--- config.mk ---
export PLATFORM = sky130hd
export DESIGN_NAME = vga_capture
export DESIGN_NICKNAME = d
export VERILOG_FILES = /design/src/rtl/vga_capture.sv
export SDC_FILE = /design/constraint.sdc
export NUM_CORES = 1
export LEC_CHECK = 0
export CELL_PAD_IN_SITES_DETAIL_PLACEMENT = 2
export CELL_PAD_IN_SITES_GLOBAL_PLACEMENT = 2
export CORE_MARGIN = 2
export CORE_UTILIZATION = 33
export DETAILED_ROUTE_END_ITERATION = 12
export HOLD_SLACK_MARGIN = 0.12
export PLACE_DENSITY_LB_ADDON = 0.1
export SLEW_MARGIN = 20
export SYNTH_ARGS = -nofsm -noshare
export SYNTH_HDL_FRONTEND = slang
export SYNTH_SLANG_ARGS = --single-unit
--- constraint.sdc ---
create_clock -name clk -period 4.2 [get_ports clk]
set_input_delay 0.84 -clock clk [delete_from_list [all_inputs] [get_ports clk]]
set_output_delay 0.84 -clock clk [all_outputs]
set_load 0.005 [all_outputs]
--- src/rtl/vga_capture.sv ---
`default_nettype none
// ===========================================================================
// vga_capture : VGA sync lock + 2:1 decimating frame-buffer writer.
// Optional macro CAPTURE_CRC_EN adds frame_crc.                    Rev 1.0
// ===========================================================================
module vga_capture #(
   parameter int H_TOTAL = 800,
   parameter int V_TOTAL = 525,
   parameter int H_START = 144,
   parameter int V_START = 34,
   parameter int H_ACT   = 640,
   parameter int V_ACT   = 480
) (
   input  logic        clk,
   input  logic        rst,
   input  logic        en,
   input  logic        hsync,
   input  logic        vsync,
   input  logic [11:0] rgb,
   output logic        wr_en,
   output logic [16:0] wr_addr,
   output logic [11:0] wr_data,
   output logic        locked,
   output logic        frame_done
`ifdef CAPTURE_CRC_EN
   ,
   output logic [15:0] frame_crc
`endif
);

   localparam logic [10:0] C_H_LEN     = 11'(H_TOTAL);
   localparam logic [10:0] C_V_LEN     = 11'(V_TOTAL);
   localparam logic [9:0]  C_H_BEG     = 10'(H_START);
   localparam logic [9:0]  C_H_END     = 10'(H_START + H_ACT);
   localparam logic [9:0]  C_V_BEG     = 10'(V_START);
   localparam logic [9:0]  C_V_END     = 10'(V_START + V_ACT);
   localparam logic [16:0] C_ROW_WORDS = 17'(H_ACT / 2);
   localparam logic [16:0] C_LAST_ADDR = 17'((H_ACT / 2) * (V_ACT / 2) - 1);

   typedef enum logic [1:0] {
      SEARCH = 2'd0,
      VERIFY = 2'd1,
      LOCKED = 2'd2
   } state_t;

   state_t      state, state_nxt;
   logic        s_hs, s_vs, p_hs, p_vs;
   logic [11:0] s_rgb;
   logic        vs_pend, frame_en;
   logic [9:0]  h_pos, v_pos;

   logic        hs_fall, vs_fall, align, line_ok, frame_ok, active, wr_now;
   logic [9:0]  h_nxt, v_nxt, ha, va;
   logic [16:0] addr_nxt;

   assign hs_fall  = p_hs & ~s_hs;
   assign vs_fall  = p_vs & ~s_vs;
   // A vsync fall on the same clock as the hsync fall already counts as pending.
   assign align    = hs_fall & (vs_pend | vs_fall);
   assign line_ok  = ({1'b0, h_pos} + 11'd1) == C_H_LEN;
   assign frame_ok = ({1'b0, v_pos} + 11'd1) == C_V_LEN;

   assign h_nxt = hs_fall ? 10'd0 : ((h_pos == 10'h3FF) ? h_pos : h_pos + 10'd1);
   assign v_nxt = align   ? 10'd0 :
                  hs_fall ? ((v_pos == 10'h3FF) ? v_pos : v_pos + 10'd1) : v_pos;

   // The next-state counters describe the pixel currently held in s_rgb.
   assign ha       = h_nxt - C_H_BEG;
   assign va       = v_nxt - C_V_BEG;
   assign active   = (h_nxt >= C_H_BEG) && (h_nxt < C_H_END) &&
                     (v_nxt >= C_V_BEG) && (v_nxt < C_V_END);
   assign wr_now   = (state == LOCKED) && frame_en && active && !ha[0] && !va[0];
   assign addr_nxt = 17'(va[9:1]) * C_ROW_WORDS + 17'(ha[9:1]);

   always_ff @(posedge clk or posedge rst) begin
      if (rst) begin
         s_hs       <= 1'b0;
         s_vs       <= 1'b0;
         p_hs       <= 1'b0;
         p_vs       <= 1'b0;
         s_rgb      <= 12'h000;
         vs_pend    <= 1'b0;
         frame_en   <= 1'b0;
         h_pos      <= 10'd0;
         v_pos      <= 10'd0;
         wr_en      <= 1'b0;
         wr_addr    <= 17'd0;
         wr_data    <= 12'h000;
         frame_done <= 1'b0;
      end else begin
         s_hs       <= hsync;
         s_vs       <= vsync;
         p_hs       <= s_hs;
         p_vs       <= s_vs;
         s_rgb      <= rgb;
         vs_pend    <= (vs_pend | vs_fall) & ~align;
         h_pos      <= h_nxt;
         v_pos      <= v_nxt;
         if (align)
            frame_en <= en;
         wr_en      <= wr_now;
         if (wr_now) begin
            wr_addr <= addr_nxt;
            wr_data <= s_rgb;
         end
         frame_done <= wr_now && (addr_nxt == C_LAST_ADDR);
      end
   end

   always_ff @(posedge clk or posedge rst) begin
      if (rst)
         state <= SEARCH;
      else
         state <= state_nxt;
   end

   always_comb begin
      state_nxt = state;
      locked    = 1'b0;
      case (state)
         SEARCH: begin
            if (align)
               state_nxt = VERIFY;
         end
         VERIFY: begin
            if (align) begin
               if (frame_ok)
                  state_nxt = LOCKED;
            end else if (hs_fall && !line_ok) begin
               state_nxt = SEARCH;
            end
         end
         LOCKED: begin
            locked = 1'b1;
            if (hs_fall && (!line_ok || (align && !frame_ok)))
               state_nxt = SEARCH;
         end
         default: state_nxt = SEARCH;
      endcase
   end

`ifdef CAPTURE_CRC_EN
   // CRC-16-CCITT, 12 data bits per step, MSB first.
   function automatic logic [15:0] crc_step(input logic [15:0] c, input logic [11:0] d);
      logic [15:0] r;
      r = c;
      for (int i = 11; i >= 0; i--)
         r = {r[14:0], 1'b0} ^ ((r[15] ^ d[i]) ? 16'h1021 : 16'h0000);
      return r;
   endfunction

   logic [15:0] crc_acc;

   always_ff @(posedge clk or posedge rst) begin
      if (rst) begin
         crc_acc   <= 16'hFFFF;
         frame_crc <= 16'h0000;
      end else begin
         if (align)
            crc_acc <= 16'hFFFF;
         else if (wr_now)
            crc_acc <= crc_step(crc_acc, s_rgb);
         if (frame_done)
            frame_crc <= crc_acc;
      end
   end
`endif

endmodule
`default_nettype wire

# Word level (Yosys, flattened, before mapping)
# Cells that the tools add are included.
# classes
add_sub_neg	7
bitwise	8
n_eq_ne	11
n_reduce_logical	18
magnitude_cmp	4
n_mux	12
mul	1
# op_table
cell	count
$mux W10	5
$add A10 B1 Y11 const B	2
$eq A11 B10 Y1 const B	2
$add A10 B1 Y10 const B	2
$eq A10 B10 Y1 const B	2
$lt A10 B10 Y1 const B	2
$add A17 B9 Y17	1
$eq A17 B17 Y1 const B	1
$logic_and A1 B1 Y1	11
$mul A9 B3 Y11 const B	1
$ge A10 B6 Y1 const B	1
$ge A10 B8 Y1 const B	1
$mux W2	5
$sub A10 B6 Y10 const B	1
$sub A10 B8 Y10 const B	1
$ne A3 B3 Y1 const B	2
$pmux W2 S3	1
$and A1 B1 Y1	4
$logic_not A1 Y1	4
$reduce_and A4 Y1	1
$not A1 Y1	3
$eq A2 B1 Y1 const B	1
$eq A2 B2 Y1 const B	1
$logic_not A2 Y1	1
other kinds (5)	5
# word_totals
out_inout_bits	32
input_bits	17
wordCells	75
regBits	71

# Depth between registers and ports, before layout
# Gate-level depths: netlist of run 1.
# logic_depth
depth_word	12
ltp_mapped	21
mapped_depth_nobuf	20

# Worst setup path after synthesis of run 1
# OpenSTA, ideal clock, no wires.
# synth_path
path_type	register to register
from	register v_pos[1]
to	register frame_done
period_less_slack_ns	4.662
t_required_ns	4.114
n_path_buf	1
setup_ns	0.086
stages_incl_launch_ff	21
path_slack_ns	-0.462
arrival_ns	4.576
cell_sequence	dfrtp_1 ha_1 buf_2 nand3_2 or3_1 o21ai_1 a22o_2 inv_1 ha_1 a21oi_1 a21oi_1 ha_1 inv_1 fa_1 xnor2_1 nor4b_1 xor2_1 nor4_1 nand4_1 or4_1 nor3_1
# synth_via
elab_chain_len	11
elab_cells_between_ends	18
cone_classes	3 x add/sub; 1 x mul; 2 x order compare; 2 x eq/ne; 3 x mux; 7 x reduce/logical
# synth_rtl
element	line	source
start, declared	50	logic [9:0] h_pos, v_pos;
start signal, assigned	98	v_pos <= v_nxt;
$add A10 B1 Y10 or $eq A10 B10 Y1 (tied branches)	65	hs_fall ? ((v_pos == 10'h3FF) ? v_pos : v_pos + 10'd1) : v_pos;
$mux W10	65	
$mux W10 *	65	
$mux W10 *	64	assign v_nxt = align ? 10'd0 :
via v_nxt[1]	53	logic [9:0] h_nxt, v_nxt, ha, va;
parallel branches: the longest is 6 deep, another holds $add A17 B9 Y17	-	
$logic_and A1 B1 Y1 *	106	frame_done <= wr_now && (addr_nxt == C_LAST_ADDR);
end signal, assigned	106	
end, declared	24	output logic frame_done
# Mark *: on every way through the listed nets, which the timed path passes.
# A chain may end at the register's enable or synchronous reset.

# Final worst setup path of run 1
# layout_path
from	register v_pos[0]
to	register frame_done
# layout_via
elab_chain_len	11
elab_cells_between_ends	18
cone_classes	3 x add/sub; 1 x mul; 2 x order compare; 2 x eq/ne; 3 x mux; 7 x reduce/logical
# layout_rtl
element	line
$add A10 B1 Y10 or $eq A10 B10 Y1 (tied branches)	65
$mux W10 * (2 in a row)	65
$mux W10 *	64
via v_nxt[5]	53
parallel branches: the longest is 6 deep, another holds $add A17 B9 Y17	-
$logic_and A1 B1 Y1 *	106
# Marks and branches as above.

==> metrics.log, run 1 <==
[metrics] status: complete, but fails checks
[metrics] failing checks: setup timing
[metrics] Critical Path Most Common Cell: buf_4
[metrics] combined buffer and inverter count along the critical path: 4
[metrics] highest-count cells in the layout ignoring fill and taps: buf_4 (98), dfrtp_1 (70), clkdlybuf4s50_1 (48)
[metrics] pin count of the biggest net entering global routing: 49
[metrics] wire length of the first global-routing pass: 20910 µm
[metrics] number of max-cap violations: 0
[metrics] class of the tightest hold or removal check: reg2reg
[metrics] kind of end point of the critical path: register
[metrics] maximum buffer depth of the clock tree: 2
[metrics] gp weighted congestion: 0.8262
[metrics] routed wire length per instance: 19.92 µm
[metrics] post-route ant nets: 0
[metrics] maximum fanout encountered on the critical timing path: 4
[metrics] standard-cell rows: 41
[metrics] post-synthesis cell area: 4161 µm²
[metrics] DPL Wire Length: 9784 µm
[metrics] fraction of layout instances using a drive strength above 1: 40.23%
[metrics] placed cell area: 5483 µm²
[metrics] commonest non-fill, non-tap cell in the layout: buf_4
[metrics] effective utilization at floorplan: 33.38%
[metrics] EDFF count, synth: 0
[metrics] floorplan die width: 116.3 µm
[metrics] First DRT Iteration DRCs: 91
[metrics] Cells after Synth: 380
[metrics] Worst Hold Launch: s_vs
[metrics] endpoints failing hold: 0
[metrics] WP data arrival: 4.84 ns
[metrics] Cells after DPL: 667
[metrics] crit-path leading delay family: compound AO/OA/AOI/OAI gates
[metrics] warnings from Yosys: 0
[metrics] Endpoint, Worst Hold: p_vs
[metrics] part of the Yosys area used for sequential elements: 42.69%
[metrics] reg-to-reg slack, setup: -0.37 ns
[metrics] Worst R2R End: frame_done
[metrics] number of buffers created by CTS: 9
[metrics] area of the core: 12470 µm²
[metrics] transition time at the pin with the least slew margin: 0.9886 ns
[metrics] maximum cell stage delay along the critical path: 0.54 ns
[metrics] startpoint types: register
[metrics] Slew Viols, Final: 0
[metrics] Post-synth ARST share: 100.0%
[metrics] critical path class: reg2reg
[metrics] unique cell type count in the Yosys netlist: 69
[metrics] routed via count: 3544
[metrics] worst clock skew: 0.008123 ns
[metrics] global route overflow: 0
[metrics] TritonCTS clock tree: done
[metrics] count of inserted antenna diode cells: 0
[metrics] die boundary height: 116.3 µm
[metrics] Hold Crit Depth: 0
[metrics] final layout net count: 570
[metrics] Overall Global Routing Usage: 20.28%
[metrics] remaining design rule violation count: 0
[metrics] clock latency of the later-clocked register in the worst-skew pair: 0.35 ns
[metrics] post-synthesis average cell area: 10.95 µm²
[metrics] cell-by-cell trace of the critical path: buf_4, buf_4, nand2_1, nor3_2, o211ai_1, inv_1, a2111oi_4, xor2_1, ha_1, ha_4, or3_1, o32a_1, o21a_1, buf_4, xor2_1, or4_4, nor3_2
[metrics] VDD IR max: 0.0002876 V
[metrics] Die Footprint: 13520 µm²
[metrics] Pre-antenna DRT Iters: 4
[metrics] Synth Net Count: 423
[metrics] clock sink total: 71
[metrics] critical path data required time: 4.47 ns
[metrics] vias in the first global route: 3930
[metrics] antenna violations before repair: 0
[metrics] clock period minus final worst setup slack: 4.570 ns
[metrics] worst slew margin relative to its limit: 34.00%
[metrics] maximum clock rate: 0.2188 GHz
[metrics] worst r2r src: v_pos[0]
[metrics] Layout Cells excl Fill: 704
[metrics] final design area excluding fillers: 6178 µm²
[metrics] root buffer cell: clkbuf_16
[metrics] post-synthesis register bit count: 71
[metrics] ratio of final minimum period to clock period: 108.8%
[metrics] flip-flop cell with the highest count after synthesis: dfrtp_1
[metrics] setup repair after global routing missed its margin: true
[metrics] H-tree Lvls: 3
[metrics] setup violators final: 4
[metrics] PnR worst setup slack: -0.3704 ns
[metrics] DP Worst Slack: -0.4528 ns
[metrics] total routed wirelength: 14020 µm
[metrics] clock-pin slew on the worst setup and hold paths: 0.06 ns
[metrics] worst-path cell with the longest stage delay: o211ai_1
[metrics] TNS Setup: -0.7405 ns
[metrics] I/O pins: 49
[metrics] Reg2Reg Depth: 17
[metrics] post-detailed-route via-to-cell ratio: 5.034
[metrics] power per standard cell area: 465.0 nW/µm²
[metrics] P_leak: 2.709 nW
[metrics] worst hold slack across all endpoints: 0.3938 ns
[metrics] layout-stage area growth over the synthesis result: 48.47%
[metrics] number of buffers inserted by port buffering: 48
[metrics] Fillers: 1252
-- metal layers --
| metal | wire (µm) | vias up | global-route usage, % |
|---|---|---|---|
| li1 | - | 1660 | - |
| met1 | 5899 | 1822 | 25.29 |
| met2 | 7616 | 44 | 36.36 |
| met3 | 268 | 18 | 3.166 |
| met4 | 240 | 0 | 5.714 |
| met5 | 0 | - | 0 |
-- logic make-up (layout without fill, tap and decap cells) --
kind of cell             count (synthesis)  count (layout)  share of synthesized area, %
multiplexers                            34              34                         10.55
XOR/XNOR                                27              27                         6.013
adder cells (fa/ha/maj)                 26              26                         8.178
AND/OR/NAND/NOR                        122             122                         17.05
flip-flops                              71              71                         42.69
buffers and inverters                   34             186                         4.480
AO/OA/AOI/OAI                           66              66                         11.03
-- flip-flops by register name, summed over array words and instances (netlist names) --
| name | cells |
|---|---|
| frame_en | 1 |
| s_vs | 1 |
| state | 2 |
| s_rgb | 12 |
| s_hs | 1 |
| h_pos | 10 |
| vs_pend | 1 |
| p_vs | 1 |
| p_hs | 1 |
| frame_done | 1 |
| wr_addr | 17 |
| wr_en | 1 |
| v_pos | 10 |
| wr_data | 12 |
-- power breakdown --
group	internal [mW]	switching [mW]	total (mW)
Clock	0.417	0.314	0.731
Sequential	0.716	0.0325	0.749
Combinational	0.703	0.690	1.39
-- synthesized netlist by cell type, drive strengths merged, types with 8 or more instances --
master / instances / area, µm²
xnor2: 13 / 113.9
nor3: 12 / 76.33
dfrtp: 71 / 1777
buf: 8 / 81.32
nand3: 15 / 80.08
a31oi: 9 / 56.30
ha: 24 / 300.3
nor2: 21 / 81.33
nand4: 8 / 71.32
o21ai: 13 / 65.06
inv: 23 / 93.84
mux2: 28 / 379.1
a21oi: 18 / 93.84
nand2: 22 / 82.58
xor2: 13 / 113.9
or3: 8 / 51.30
-- metrics by stage --
stage | util, % | power, mW
after floorplan | - | 1.422
after global routing | 49.56 | 3.034
after CTS | 47.39 | 2.690
final | 49.56 | 2.873
after detailed placement | 43.98 | 1.898
after global placement | 43.98 | 1.844
-- worst reg2reg max path, stage by stage (launching register included) --
cell and delay [ns]:
dfrtp_1 0.42, buf_4 0.15, buf_4 0.14, nand2_1 0.10, nor3_2 0.06, o211ai_1 0.54, inv_1 0.22, a2111oi_4 0.43
xor2_1 0.30, ha_1 0.32, ha_4 0.23, or3_1 0.31, o32a_1 0.19, o21a_1 0.16, buf_4 0.15, xor2_1 0.15
or4_4 0.52, nor3_2 0.10
-- layout make-up --
cell class / instances / area (µm²) / area share, %
flip-flops and latches: 71 / 1778 / 28.78
well taps: 172 / 215.2 / 3.483
repair buffers: 147 / 1227 / 19.87
inverters: 23 / 93.84 / 1.519
multi-input cells: 275 / 2580 / 41.76
clock inverters: 6 / 45.04 / 0.7290
clock buffers: 10 / 239.0 / 3.868
-- timing repair --
action,4_1_cts,5_1_grt
hold buffers,0,0
setup endpoints to repair,4,5
pin swaps,17,21
gates resized for setup,11,38
setup buffers,13,8
-- worst max path at each step --
stage	start	endpoint	slack, ns	cells past startpoint
detailed placement	v_pos[0]	frame_done	-0.45	19
floorplan	v_pos[1]	frame_done	-0.01	21
global placement	v_pos[1]	frame_done	-0.24	18
CTS	v_pos[0]	frame_done	-0.19	19
global route	s_hs	frame_done	-0.55	16
finish	v_pos[0]	frame_done	-0.37	17
No activity file was read; power rests on OpenSTA's default activity.
==> inputs of run 2 (changes only) <==
Settings changed: ABC_CLOCK_PERIOD_IN_PS set to 4200, MAX_ROUTING_LAYER set to met4.
==> metrics.log, run 2 (same netlist as run 1, synthesis figures left out) <==
[metrics] register containing the most flip-flops in the final layout: wr_addr
[metrics] standard-cell rows: 41 (unchanged)
[metrics] layout-stage area growth over the synthesis result: 48.47% (unchanged)
[metrics] power consumption: 2.870 mW (about the same)
[metrics] Finished Core Util: 49.56% (unchanged)
[metrics] transition time at the pin with the least slew margin: 0.9872 ns (-0.001430 ns)
[metrics] wire length of the first global-routing pass: 20900 µm (about the same)
[metrics] maximum clock rate: 0.2185 GHz (-0.13%)
[metrics] worst clock skew: 0.007982 ns (-0.0001419 ns)
[metrics] P_leak: 2.709 nW (unchanged)
[metrics] floorplan die width: 116.3 µm (unchanged)
[metrics] post-detailed-route via-to-cell ratio: 5.018 (-0.31%)
[metrics] Cells after DPL: 667 (unchanged)
[metrics] antenna violations before repair: 0 (unchanged)
[metrics] number of max-cap violations: 0 (unchanged)
[metrics] clock sink total: 71 (unchanged)
[metrics] top flop regs: wr_addr (17), s_rgb (12), wr_data (12)
[metrics] Overall Global Routing Usage: 20.90% (+0.62 points)
[metrics] reg-to-reg slack, setup: -0.38 ns (about the same)
[metrics] critical path data required time: 4.47 ns (about the same)
[metrics] remaining design rule violation count: 0 (unchanged)
[metrics] kind of end point of the critical path: register
[metrics] number of buffers inserted by port buffering: 48 (unchanged)
[metrics] Layout Cells excl Fill: 704 (unchanged)
[metrics] fraction of layout instances using a drive strength above 1: 40.23% (unchanged)
[metrics] setup violators final: 4 (unchanged)
[metrics] I/O pins: 49 (unchanged)
[metrics] crit-path leading delay family: simple AND/OR/NAND/NOR gates
[metrics] commonest non-fill, non-tap cell in the layout: buf_4
[metrics] WP data arrival: 4.85 ns (about the same)
[metrics] placed cell area: 5483 µm² (unchanged)
[metrics] PnR worst setup slack: -0.3766 ns (-0.006130 ns)
[metrics] pin count of the biggest net entering global routing: 49 (unchanged)
[metrics] Die Footprint: 13520 µm² (unchanged)
[metrics] effective utilization at floorplan: 33.38% (unchanged)
[metrics] area of the core: 12470 µm² (unchanged)
[metrics] startpoint types: register
[metrics] maximum buffer depth of the clock tree: 2 (unchanged)
[metrics] TNS Setup: -0.7468 ns (-0.006313 ns)
[metrics] vias in the first global route: 3929 (-0.025%)
[metrics] post-route ant nets: 0 (unchanged)
[metrics] DPL Wire Length: 9784 µm (unchanged)
[metrics] cell-by-cell trace of the critical path: nand2b_1, nor3_2, nand3_1, o211ai_1, inv_1, a2111oi_4, xor2_1, ha_1, ha_4, or3_1, o32a_1, o21a_1, buf_4, xor2_1, or4_4, nor3_2
[metrics] clock latency of the later-clocked register in the worst-skew pair: 0.34 ns (about the same)
[metrics] worst-path cell with the longest stage delay: or4_4
[metrics] root buffer cell: clkbuf_16
[metrics] global route overflow: 0 (unchanged)
[metrics] VDD IR max: 0.0002865 V (-0.39%)
[metrics] maximum cell stage delay along the critical path: 0.52 ns (-0.02 ns)
[metrics] Pre-antenna DRT Iters: 4 (unchanged)
[metrics] worst slew margin relative to its limit: 34.09% (+0.095 points)
[metrics] failing checks: setup timing
[metrics] status: complete, but fails checks
[metrics] H-tree Lvls: 3 (unchanged)
[metrics] clock period minus final worst setup slack: 4.577 ns (+0.006130 ns)
[metrics] ratio of final minimum period to clock period: 109.0% (+0.15 points)
[metrics] hold buffer count at CTS: 0 (unchanged)
[metrics] die boundary height: 116.3 µm (unchanged)
[metrics] clock-pin slew on the worst setup and hold paths: 0.06 ns (about the same)
[metrics] TritonCTS clock tree: done
[metrics] setup repair after global routing missed its margin: true
[metrics] total routed wirelength: 14020 µm (unchanged)
[metrics] final design area excluding fillers: 6178 µm² (unchanged)
[metrics] number of flip-flops in the largest register: 17 (unchanged)
[metrics] Slew Viols, Final: 0 (unchanged)
[metrics] highest-count cells in the layout ignoring fill and taps: buf_4 (98), dfrtp_1 (70), clkdlybuf4s50_1 (48)
[metrics] power per standard cell area: 464.6 nW/µm² (about the same)
[metrics] gp weighted congestion: 0.8387 (+1.5%)
[metrics] combined buffer and inverter count along the critical path: 2 (-2)
[metrics] endpoints failing hold: 0 (unchanged)
[metrics] number of buffers created by CTS: 9 (unchanged)
[metrics] class of the tightest hold or removal check: reg2reg
[metrics] maximum fanout encountered on the critical timing path: 5 (+1)
[metrics] First DRT Iteration DRCs: 128 (+41%)
[metrics] Fillers: 1252 (unchanged)
[metrics] routed via count: 3533 (-0.31%)
[metrics] routed wire length per instance: 19.92 µm (unchanged)
[metrics] count of inserted antenna diode cells: 0 (unchanged)
[metrics] critical path class: reg2reg
[metrics] final layout net count: 570 (unchanged)
[run 2: cell counts in the layout (fill, tap and decap cells not counted)]
No cell type changed its count.
[run 2: worst register-to-register path: stages (launching register included)]
cell and delay [ns]:
dfrtp_1 0.44, nand2b_1 0.30, nor3_2 0.27, nand3_1 0.10
o211ai_1 0.32, inv_1 0.21, a2111oi_4 0.43, xor2_1 0.30
ha_1 0.32, ha_4 0.23, or3_1 0.31, o32a_1 0.18
o21a_1 0.16, buf_4 0.15, xor2_1 0.15, or4_4 0.52
nor3_2 0.10
[run 2: final timing paths]
kind | cells after the start | end | start
setup reg to reg | 16 | frame_done | s_hs
hold / removal | 0 | p_vs | s_vs
max in group asynchronous | 3 | vs_pend | rst
hold reg to reg | 0 | p_vs | s_vs
setup / recovery | 16 | frame_done | s_hs
min in group asynchronous | 2 | s_rgb[8] | rst
[run 2: repair_timing]
item | in CTS | in global routing
buffers inserted | 13 | 8
gates resized for setup | 11 | 38
setup endpoints to repair | 4 | 5
pin swaps | 17 | 21
[run 2: area by class of cell]
| class | count | area (µm²) | area share, % |
|---|---|---|---|
| Sequential cell | 71 | 1778 | 28.78 |
| Clock buffer | 10 | 239.0 | 3.868 |
| Tap cell | 172 | 215.2 | 3.483 |
| Clock inverter | 6 | 45.04 | 0.7290 |
| Timing Repair Buffer | 147 | 1227 | 19.87 |
| Inverter | 23 | 93.84 | 1.519 |
| Multi-Input combinational cell | 275 | 2580 | 41.76 |
[run 2: per-stage QoR]
step	hold WS [ns]	setup slack [ns]
2_1_floorplan	0.3543	-0.01003
4_1_cts	0.3992	-0.1880
3_3_place_gp	0.3694	-0.2391
3_5_place_dp	0.3832	-0.4528
6_report	0.3937	-0.3766
5_1_grt	0.4122	-0.5520
[run 2: metal layers]
layer  GRT usage (%)  vias up  wire length (µm)
met1           25.52     1823              5961
met5               -        -                 0
met4           5.714        0               264
met2           36.24       33              7585
li1                -     1657                 -
met3           2.958       20               212
[run 2: power by group]
| part | switching (mW) | internal [mW] | leakage (nW) |
|---|---|---|---|
| registers | 0.0325 | 0.716 | 0.941 |
| logic | 0.690 | 0.703 | 1.64 |
| clock network | 0.311 | 0.417 | 0.131 |
| total | 1.03 | 1.84 | 2.71 |
==> inputs of run 3 (changes only) <==
Settings changed: GPL_ROUTABILITY_DRIVEN set to 1.
==> results of run 3 <==
Final layout, timing and power as in run 2 (identical DEF).
